`src/rtl/div_seq_ctrl.sv`:
```
// Sequencing FSM for a restoring shift-subtract divider: load, WIDTH shift/decide
// iterations, then a done pulse, with divide-by-zero detection and abort.
module div_seq_ctrl #(
    parameter int WIDTH = 16,
    parameter int CW    = $clog2(WIDTH)
) (
    input  logic          clk,
    input  logic          rst,
    input  logic          start,
    input  logic          abort,
    input  logic          div_zero,
    input  logic          rem_neg,
    output logic          busy,
    output logic          load,
    output logic          shift_en,
    output logic          q_we,
    output logic          q_bit,
    output logic          restore,
    output logic          done,
    output logic          dbz,
    output logic [CW-1:0] iter_cnt
);

    localparam logic [2:0] S_IDLE   = 3'd0;
    localparam logic [2:0] S_LOAD   = 3'd1;
    localparam logic [2:0] S_SHIFT  = 3'd2;
    localparam logic [2:0] S_DECIDE = 3'd3;
    localparam logic [2:0] S_DONE   = 3'd4;

    localparam logic [CW-1:0] CNT_INIT = CW'(WIDTH - 1);

    logic [2:0]    r_state;
    logic [2:0]    w_state_nxt;
    logic [CW-1:0] r_cnt;
    logic          r_dbz;
    logic          w_accept;
    logic          w_abort;
    logic          w_cnt_zero;

    assign w_accept   = (r_state == S_IDLE) && start && !abort;
    assign w_abort    = (r_state != S_IDLE) && abort;
    assign w_cnt_zero = (r_cnt == '0);

    // Abort overrides every transition, including the ones into DONE.
    always_comb begin
        // NOTE: default assignment first so no path leaves w_state_nxt unassigned (no latch).
        w_state_nxt = r_state;
        if (w_abort) begin
            w_state_nxt = S_IDLE;
        end else begin
            case (r_state)
                S_IDLE:   if (w_accept) w_state_nxt = S_LOAD;
                S_LOAD:   w_state_nxt = div_zero ? S_DONE : S_SHIFT;
                S_SHIFT:  w_state_nxt = S_DECIDE;
                S_DECIDE: w_state_nxt = w_cnt_zero ? S_DONE : S_SHIFT;
                S_DONE:   w_state_nxt = S_IDLE;
                default:  w_state_nxt = S_IDLE;
            endcase
        end
    end

    // NOTE: sequential state uses non-blocking assignments so all registers see pre-edge values.
    always_ff @(posedge clk or posedge rst) begin
        if (rst) begin
            r_state <= S_IDLE;
            r_cnt   <= CNT_INIT;
            r_dbz   <= 1'b0;
        end else begin
            r_state <= w_state_nxt;
            if (w_accept || w_abort) begin
                r_cnt <= CNT_INIT;
            end else if (r_state == S_DECIDE && !w_cnt_zero) begin
                r_cnt <= r_cnt - CW'(1);
            end
            if (w_accept) begin
                r_dbz <= 1'b0;
            end else if (r_state == S_LOAD && !abort && div_zero) begin
                r_dbz <= 1'b1;
            end
        end
    end

    // Moore strobes; q_bit and restore follow rem_neg combinationally in DECIDE.
    assign busy     = (r_state != S_IDLE);
    assign load     = (r_state == S_LOAD);
    assign shift_en = (r_state == S_SHIFT);
    assign q_we     = (r_state == S_DECIDE);
    assign q_bit    = (r_state == S_DECIDE) && !rem_neg;
    assign restore  = (r_state == S_DECIDE) && rem_neg;
    assign done     = (r_state == S_DONE);
    assign dbz      = r_dbz;
    assign iter_cnt = r_cnt;

endmodule

```
`config.mk`:
```
export PLATFORM = sky130hd
export DESIGN_NAME = div_seq_ctrl
export DESIGN_NICKNAME = d
export VERILOG_FILES = /design/src/rtl/div_seq_ctrl.sv
export SDC_FILE = /design/constraint.sdc
export NUM_CORES = 1
export LEC_CHECK = 0
export CORE_AREA = 2 2 39 41
export CTS_CLUSTER_SIZE = 28
export DETAILED_ROUTE_END_ITERATION = 7
export DIE_AREA = 0 0 41 43
export PLACE_DENSITY = 0.71
export REMOVE_ABC_BUFFERS = 1
export SLEW_MARGIN = 20
export SYNTH_ARGS = -nofsm -noshare
export SYNTH_HDL_FRONTEND = slang
export SYNTH_SLANG_ARGS = --single-unit
```
`constraint.sdc`:
```
create_clock -name clk -period 3.95 [get_ports clk]
set_input_delay 0.5925 -clock clk [delete_from_list [all_inputs] [get_ports clk]]
set_output_delay 0.5925 -clock clk [all_outputs]
set_load 0.03 [all_outputs]
```
# ---- Word level (Yosys, flattened, before mapping)
# Cells that the tools add are included.
dict set report totals {
  regBits 8
  output_inout_bits 12
}
dict set report classes {
  n_addsub 1
  n_eq_ne 5
  muxes 9
  reduce_logical 17
}
# op n
set op_table {}
lappend op_table {{$mux 3} 4}
lappend op_table {{$pmux 3 s4} 1}
lappend op_table {{$logic_and 1x1->1} 8}
lappend op_table {{$mux 4} 2}
lappend op_table {{$eq 3x2->1 const B} 2}
lappend op_table {{$logic_not 4->1} 1}
lappend op_table {{$reduce_bool 2->1} 2}
lappend op_table {{$sub 4x1->4 const B} 1}
lappend op_table {{$eq 3x1->1 const B} 1}
lappend op_table {{$eq 3x3->1 const B} 1}
lappend op_table {{$logic_not 1->1} 3}
lappend op_table {{$logic_not 3->1} 1}
lappend op_table {{$ne 3x3->1 const B} 1}
lappend op_table {{$reduce_bool 3->1} 1}
lappend op_table {{$mux 1} 2}
lappend op_table {{$logic_or 1x1->1} 1}

# ---- Longest topological paths before layout
# Gate-level depths: netlist of run 1.
dict set report logic_depth {
  ltp_word 6
  mapped_depth 5
}

# ---- Least setup slack after synthesis of run 1
# Ideal clock, no wire load.
dict set report synth_path {
  kind {register -> output}
  start {register r_state[0]}
  end {output done}
  t_arrival_ns 1.250
  t_required_ns 3.357
  path_slack_ns 2.108
  path_stages_with_launch 3
  path_buffers 1
  path_cell_list {dfrtp_1 > buf_2 > nor3b_1}
}
dict set report synth_between {
  elab_chain_len 1
}
# element line_no
set synth_lines {}
lappend synth_lines {{from (decl)} 32} ;# logic [2:0] r_state;
lappend synth_lines {{from (signal assigned)} 69} ;# r_state <= w_state_nxt;
lappend synth_lines {{$eq 3x3->1} 90} ;# assign done = (r_state == S_DONE);
lappend synth_lines {{to (decl)} 19} ;# output logic done,
# No other way between the ends.

# ---- Worst setup path in the final report of run 1
dict set report layout_path {
  start {register r_state[2]}
  end {output restore}
}
dict set report layout_between {
  elab_chain_len 2
}
# element line_no
set layout_lines {}
lappend layout_lines {{$eq 3x2->1} 89} ;# assign restore = (r_state == S_DECIDE) && rem_neg;
lappend layout_lines {{$logic_and 1x1->1} 89}
lappend layout_lines {{to (decl)} 18} ;# output logic restore,
# No other way between the ends.

==> out/metrics.cfg, run 1 <==
[yosys]
synthTopCellsByArea=dfstp_2 22%, dfrtp_1 21%, inv_1 6.2%, nor3b_2 5.2%, nand3b_4 4.1%
syn_inst=52
ys_ff_latch=8
synth_cell_types=26
synth_area_leader_cell=dfstp_2
syn_area_um2=483
seq_area_frac_synth_pct=42.5
yosysWarnings=0
synth_top_area_share_pct=21.8
syn_avg_cell_area_um2=9.29

[clock_network]
cts.sinks=8
numCtsBuffers=3
cts_setup_buffers=0
cts_max_level=1
postCtsHoldBufs=0
clockBufferDepth=2
clk_pin_slew_ns=0.06
clk_latency_ns=0.25
cts_resized=0
cts_tree=done
root_buffer=clkbuf_4

[floorplanning]
io_pins=18
die_w_um=41
core-area_um2=1380
start_util_pct=34.9
row_count=14
die_h_um=43
dieArea_um2=1760

[worst_hold_path]
worst_hold_path.endpoint=dbz$_DFFE_PP0P_
worstHoldStart=dbz$_DFFE_PP0P_
min_path_cells=2
holdCritPathClass=reg2reg

[place]
dp_hpwl_um=800
io_buffers=17
gp_congestion=0.744
placed_cells=84

[critical_path]
required_ns=3.36
crit_fanout=9
r2r-end=iter_cnt[0]$_DFFE_PP1P_
worstRegToRegCells=5
worstReg2RegStart=iter_cnt[0]$_DFFE_PP1P_
start_kind=flop
path_class=reg2out
crit_arrival_ns=1.84
rrSetupSlack_ns=2.44
endpoint_kind=output port

[finish]
n_antenna_cell=0
fin_nets=80
fin_util_pct=50.2
area_delta_synth_final_pct=43.8
drive_gt1_share_pct=16.7
instances_no_fill=88

[detailed_routing]
drt_wl_total_mm=1.05
vias=438
drtPass1Iterations=4
drc=0
antenna_left=0
post_drt_via_cell_ratio=4.98
wire_per_inst_um=12.0
drtIter0Drc=18

[grt]
grt_pass1_vias=435
track_usage_pct=15.3
grt_max_degree=10
grt_pass1_wl_mm=1.84
antenna_found_initial=0
gr-total-overflow=0

[timing]
slew_viol_final=0
finalSetupTns_ns=0
setup_viol=0
fin_skew_ns=0.00929
fin_crit_sh_pct=61.5
finalHoldViolCount=0
maxSlewHeadroom_pct=74.9
grt_setup_unrepaired=false
tightest_slew_ns=0.366
max_freq_ghz=0.411
period_needed_ns=2.43

[power_and_ir_drop]
vdd_ir_drop_max_mv=0.137
power_density_nw_per_um2=306
cellLeakagePower_nw=0.334

[job]
cap_violations=0

[run_status]
status=complete, no violations

==> cell families after synthesis <==
group,count (synthesis),share of synthesized area [%]
AND/OR/NAND/NOR,20,28.0
buffers and inverters,10,8.03
adder cells (fa/ha/maj),1,2.59
flip-flops,8,42.5
multiplexers,1,2.07
AO/OA/AOI/OAI,12,16.8
==> synthesized netlist by cell type, drive strengths merged <==
master and instances:
a21oi 2, nand3b 1, nor3b 3, buf 1
nor3 3, a31oi 1, dfrtp 4, nor2b 1
nor2 5, inv 9, a32oi 1, o41ai 1
mux2i 1, dfstp 4, o311ai 1, a2bb2oi 1
nand3 3, or3 2, ha 1, o21ai 3
nand2 1, o211ai 2, and2 1
==> report_power, final <==
part	switching [mW]	total, mW	internal (mW)
clock network	0.0280	0.0667	0.0387
logic	0.0286	0.0520	0.0234
registers	0.00613	0.0936	0.0875
total	0.0628	0.212	0.150
==> per-layer routing <==
metal | track usage, % | wire [µm] | up-vias | part of all wire (%)
li1 | - | - | 224 | -
met3 | 3.14 | 57 | 4 | 5.4
met1 | 19.9 | 487 | 193 | 46
met4 | 10.0 | 24 | 0 | 2.3
met2 | 21.9 | 484 | 17 | 46
met5 | 0 | 0 | - | 0
==> layout make-up <==
class | count | area [µm²]
fillers | 147 | 689
inverters | 9 | 33.8
repair buffers | 17 | 170
well taps | 16 | 20.0
flip-flops and latches | 8 | 205
multi-input cells | 34 | 239
clock buffers | 4 | 26.3
==> worst max-delay path by stage <==
stage / to / slack [ns] / start
floorplan: done / 2.14 / r_state[0]$_DFFE_PP0P_
global placement: restore / 1.52 / rem_neg
detailed placement: restore / 1.52 / rem_neg
CTS: restore / 1.51 / r_state[2]$_DFFE_PP0P_
global route: restore / 1.42 / r_state[2]$_DFFE_PP0P_
finish: restore / 1.52 / r_state[2]$_DFFE_PP0P_
==> flip-flops by register name (all words and copies together) (netlist names) <==
register and count:
r_state 3, dbz 1, iter_cnt 4
==> layout by cell type (no fill, tap or decap), drive strengths merged <==
cell	count
o41ai	1
nor2	5
o21ai	3
or3	2
a32oi	1
nand3	3
ha	1
dfrtp	4
o211ai	2
nor3b	3
a2bb2oi	1
mux2i	1
nor3	3
nor2b	1
a21oi	2
dfstp	4
inv	9
nand2	1
o311ai	1
clkbuf	4
nand3b	1
and2	1
a31oi	1
clkdlybuf4s50	17
==> worst max-delay path: stages, from the launching register on <==
cell and delay [ns]:
dfrtp_1 0.44, nand3b_4 0.24, inv_2 0.12, and2_1 0.12, clkdlybuf4s50_1 0.66
==> per-stage QoR <==
step	total power, mW	hold WS, ns	setup WS (ns)	instance area, µm²
finish	0.212	0.525	1.52	694
global route	0.229	0.570	1.42	694
CTS	0.216	0.529	1.51	694
detailed placement	0.147	0.514	1.52	668
global placement	0.146	0.528	1.52	668
floorplan	0.125	0.405	2.14	478
Note: power is estimated with default switching activity, not from simulation.
==> run 2: changes to the inputs <==
clock period = 2.45 ns   (was 3.95 ns; I/O delays follow)
==> run 2 against run 1 <==
Compared with the run above: die area unchanged; hold slack worse by 0.16 ns; sequential cell count unchanged; largest power group unchanged; largest cell class unchanged; cell area unchanged; final cell count unchanged; clock-buffer cell count unchanged.
==> out/metrics.cfg, run 2 (synthesized netlist as in run 1, its figures left out) <==
[timing]
setup_viol=0  ; unchanged
maxSlewHeadroom_pct=75.1  ; was 74.9%
slew_viol_final=0  ; unchanged
grt_setup_unrepaired=false  ; unchanged
tightest_slew_ns=0.363  ; was 0.366 ns
period_needed_ns=2.19
finalHoldViolCount=0  ; unchanged
fin_crit_sh_pct=89.4
fin_skew_ns=0.00697  ; was 0.00929 ns
hold_slack_ns=0.367  ; was 0.525 ns
finalSetupTns_ns=0  ; unchanged
max_freq_ghz=0.456

[clock_network]
root_buffer=clkbuf_4  ; unchanged
clk_latency_ns=0.25  ; about the same
clockBufferDepth=2  ; unchanged
cts_resized=0  ; unchanged
postCtsHoldBufs=0  ; unchanged
cts.sinks=8  ; unchanged
numCtsBuffers=3  ; unchanged
cts_max_level=1  ; unchanged
clk_pin_slew_ns=0.06  ; about the same
cts_setup_buffers=0  ; unchanged
cts_tree=done  ; unchanged

[floorplanning]
core-area_um2=1380  ; unchanged
die_w_um=41  ; unchanged
io_pins=18  ; unchanged
die_h_um=43  ; unchanged
start_util_pct=34.9  ; unchanged
dieArea_um2=1760  ; unchanged
row_count=14  ; unchanged

[grt]
grt_pass1_vias=408  ; was 435
grt_max_degree=10  ; unchanged
antenna_found_initial=0  ; unchanged
grt_pass1_wl_mm=1.71  ; was 1.84 mm
gr-total-overflow=0  ; unchanged
track_usage_pct=14.4  ; was 15.3%

[finish]
fin_nets=80  ; unchanged
layout_common_cells=17 x clkdlybuf4s50_1, 8 x inv_1, 5 x nor2_1, 4 x dfrtp_1, 4 x dfstp_2  ; unchanged
design_area_um2=694  ; unchanged
mostFrequentLayoutCell=clkdlybuf4s50_1  ; unchanged
drive_gt1_share_pct=16.7  ; unchanged
fin_util_pct=50.2  ; unchanged
n_antenna_cell=0  ; unchanged
fillCellCount=149  ; was 147
area_delta_synth_final_pct=43.8  ; unchanged
largest_reg_flops=4  ; unchanged

[detailed_routing]
drt_wl_total_mm=1.05  ; about the same
drtIter0Drc=5  ; was 18
drtPass1Iterations=2  ; was 4
post_drt_via_cell_ratio=4.94  ; was 4.98
vias=435  ; was 438
antenna_left=0  ; unchanged
drc=0  ; unchanged
wire_per_inst_um=11.9  ; was 12.0 µm

[place]
dpl_cell_area_um2=668  ; unchanged
dp_hpwl_um=796  ; was 800 µm
io_buffers=17  ; unchanged
gp_congestion=0.745  ; was 0.744

[critical_path]
cpMaxStageDelayCell=clkdlybuf4s50_1  ; unchanged
crit_arrival_ns=1.82  ; was 1.84 ns
start_kind=flop  ; unchanged
path_class=reg2out  ; unchanged
endpoint_kind=output port  ; unchanged
worstRegToRegCells=5  ; unchanged
crit_chain=nand3b_4, inv_2, and2_1, clkdlybuf4s50_1  ; unchanged
critPathMaxStageDelay_ns=0.66  ; about the same
crit_fanout=9  ; unchanged
required_ns=2.08  ; was 3.36 ns

[power_and_ir_drop]
power_density_nw_per_um2=490  ; was 306 nW/µm²
cellLeakagePower_nw=0.334  ; unchanged
power_uw=340  ; was 212 µW
vdd_ir_drop_max_mv=0.218  ; was 0.137 mV

[job]
cap_violations=0  ; unchanged

[run_status]
status=complete, no violations  ; unchanged

[worst_hold_path]
holdCritPathClass=in2async  ; was reg2reg

-- run 2: cell counts in the layout (fill, tap and decap cells not counted) --
No cell type changed its count.
-- run 2: final timing paths --
kind	slack [ns]	startpoint	endpoint
worst max-delay path	0.26	r_state[2]$_DFFE_PP0P_	restore
worst min-delay path	0.37	rst	r_state[1]$_DFFE_PP0P_
worst max register to register	0.94	iter_cnt[0]$_DFFE_PP1P_	iter_cnt[0]$_DFFE_PP1P_
worst min register to register	0.54	dbz$_DFFE_PP0P_	dbz$_DFFE_PP0P_
max in group asynchronous	1.78	rst	iter_cnt[2]$_DFFE_PP1P_
min in group clk	0.54	dbz$_DFFE_PP0P_	dbz$_DFFE_PP0P_
-- run 2: layout make-up --
| cell class | instances | area [µm²] | area share, % |
|---|---|---|---|
| Sequential cell | 8 | 205 | 29.5 |
| Timing Repair Buffer | 17 | 170 | 24.5 |
| Tap cell | 16 | 20.0 | 2.88 |
| Inverter | 9 | 33.8 | 4.86 |
| Multi-Input combinational cell | 34 | 239 | 34.4 |
| Clock buffer | 4 | 26.3 | 3.78 |
-- run 2: critical path, delay by kind of cell (launching register included) --
| family | cells | cell delay (ns) |
|---|---|---|
| buffers and inverters | 2 | 0.78 |
| DFF | 1 | 0.44 |
| and+or+nand+nor | 2 | 0.35 |
-- run 2: layer usage --
layer	GRT usage [%]	wire [µm]
met5	0	0
met1	18.3	460
met3	1.57	50
met4	10.0	14
met2	21.6	520
-- run 2: stage by stage --
stage / setup WS (ns) / cells
2_1_floorplan: 0.862 / 51
3_3_place_gp: 0.474 / 84
3_5_place_dp: 0.462 / 84
4_1_cts: 0.233 / 88
5_1_grt: 0.161 / 88
6_report: 0.259 / 88
-- run 2: power by group --
part	switching, mW	internal [mW]	leakage (nW)
clock	0.0434	0.0622	0.0150
combinational	0.0460	0.0377	0.224
sequential	0.00977	0.141	0.0958
total	0.0992	0.241	0.334
==> run 3: changes to the inputs <==
REMOVE_ABC_BUFFERS = unset   (was 1)
==> run 3 against run 2 <==
Compared with the run above: sequential cell count is the same; clock power is 8% higher; fmax is 0.47% lower; non-clock buffer count unchanged; die area unchanged; sequential power about the same; register-to-register slack about the same.
==> out/metrics.cfg, run 3 (synthesized netlist as in run 1, its figures left out) <==
[floorplanning]
core-area_um2=1380  ; unchanged
start_util_pct=34.9  ; unchanged
die_w_um=41  ; unchanged
io_pins=18  ; unchanged
row_count=14  ; unchanged
dieArea_um2=1760  ; unchanged
die_h_um=43  ; unchanged

[clock_network]
clockBufferDepth=2  ; unchanged
cts.sinks=8  ; unchanged
cts_resized=0  ; unchanged
cts_max_level=1  ; unchanged
root_buffer=clkbuf_4  ; unchanged
numCtsBuffers=3  ; unchanged
cts_tree=done  ; unchanged
cts_setup_buffers=0  ; unchanged
clk_pin_slew_ns=0.06  ; about the same
postCtsHoldBufs=0  ; unchanged
clk_latency_ns=0.26  ; was 0.25 ns

[job]
cap_violations=0  ; unchanged

[critical_path]
rrSetupSlack_ns=0.95  ; was 0.94 ns
crit_buf_inv=2  ; unchanged
crit_arrival_ns=1.83  ; was 1.82 ns
cpMaxStageDelayCell=clkdlybuf4s50_1  ; unchanged
critPathMaxStageDelay_ns=0.66  ; about the same
crit_chain=nand3b_4, inv_2, and2_1, clkdlybuf4s50_1  ; unchanged
worstReg2RegStart=iter_cnt[0]$_DFFE_PP1P_  ; unchanged
path_depth=4  ; unchanged
required_ns=2.08  ; about the same
path_class=reg2out  ; unchanged
crit_fanout=9  ; unchanged
worstRegToRegCells=5  ; unchanged
start_kind=flop  ; unchanged
endpoint_kind=output port  ; unchanged
r2r-end=iter_cnt[0]$_DFFE_PP1P_  ; unchanged
critPathTopFamily=buffers and inverters  ; unchanged

[grt]
grt_pass1_vias=424  ; was 408
grt_pass1_wl_mm=1.81  ; was 1.71 mm
antenna_found_initial=0  ; unchanged
grt_max_degree=10  ; unchanged
track_usage_pct=15.3  ; was 14.4%
gr-total-overflow=0  ; unchanged

[timing]
max_freq_ghz=0.454  ; was 0.456 GHz
setup_viol=0  ; unchanged
fin_crit_sh_pct=89.9  ; was 89.4%
tightest_slew_ns=0.342  ; was 0.363 ns
fin_skew_ns=0.00154  ; was 0.00697 ns
hold_slack_ns=0.346  ; was 0.367 ns
slew_viol_final=0  ; unchanged
grt_setup_unrepaired=false  ; unchanged
period_needed_ns=2.20  ; was 2.19 ns
finalHoldViolCount=0  ; unchanged
finalSetupTns_ns=0  ; unchanged
fin_ws_ns=0.248  ; was 0.259 ns
maxSlewHeadroom_pct=76.6  ; was 75.1%

[finish]
layout_common_cells=17 x clkdlybuf4s50_1, 8 x inv_1, 5 x nor2_1, 4 x dfrtp_1, 4 x dfstp_2  ; unchanged
drive_gt1_share_pct=16.7  ; unchanged
n_antenna_cell=0  ; unchanged
design_area_um2=694  ; unchanged
area_delta_synth_final_pct=43.8  ; unchanged
largest_reg_flops=4  ; unchanged
fin_nets=80  ; unchanged
mostFrequentLayoutCell=clkdlybuf4s50_1  ; unchanged

[detailed_routing]
antenna_left=0  ; unchanged
wl_met3_um=34  ; was 50 µm
drc=0  ; unchanged
drtIter0Drc=14  ; was 5
wl_met1_um=444  ; was 460 µm
wire_per_inst_um=11.9  ; about the same
drtPass1Iterations=4  ; was 2
drt_wl_total_mm=1.05  ; about the same
dr_wl_met2_um=530  ; was 520 µm
vias=459  ; was 435
top_layer=met4  ; unchanged
post_drt_via_cell_ratio=5.22  ; was 4.94

[place]
gp_congestion=0.751  ; was 0.745
dpl_cell_area_um2=668  ; unchanged
io_buffers=17  ; unchanged
dp_slack_ns=0.458  ; was 0.462 ns
dp_hpwl_um=777  ; was 796 µm

[worst_hold_path]
holdCritPathClass=in2async  ; unchanged

[run_status]
status=complete, no violations  ; unchanged

[power_and_ir_drop]
vdd_ir_drop_max_mv=0.218  ; about the same
power_density_nw_per_um2=501  ; was 490 nW/µm²
cellLeakagePower_nw=0.334  ; unchanged
power_uw=348  ; was 340 µW

[yosys]
synth_nets=59

-- run 3: cell counts in the layout (fill, tap and decap cells not counted) --
Identical to the previous run, type by type.
-- run 3: worst max-delay path by stage --
stage                     slack, ns       to                    from
after CTS                      0.25  restore  r_state[2]$_DFFE_PP0P_
after global routing           0.17  restore  r_state[2]$_DFFE_PP0P_
final                          0.25  restore  r_state[2]$_DFFE_PP0P_
after detailed placement       0.46  restore                 rem_neg
after floorplan                0.83     done  r_state[0]$_DFFE_PP0P_
after global placement         0.47  restore                 rem_neg
-- run 3: area by class of cell --
type / instances / area, µm²
clock buffers: 4 / 26.3
multi-input cells: 34 / 239
repair buffers: 17 / 170
flip-flops and latches: 8 / 205
well taps: 16 / 20.0
inverters: 9 / 33.8
fillers: 132 / 689
-- run 3: report_power, final --
group | internal, mW | switching (mW)
clock network | 0.0627 | 0.0508
registers | 0.141 | 0.0101
logic | 0.0377 | 0.0454
total | 0.241 | 0.106
-- run 3: per-layer routing --
layer,global-route usage (%),up-vias
met1,19.5,219
met4,10.0,0
met3,1.57,5
li1,-,224
met5,0,-
met2,23.1,11
-- run 3: metrics by stage --
stage / util [%] / std cells
after floorplan: - / 52
after global placement: 48.3 / 84
after detailed placement: 48.3 / 84
after CTS: 50.2 / 88
after global routing: 50.2 / 88
final: 50.2 / 88
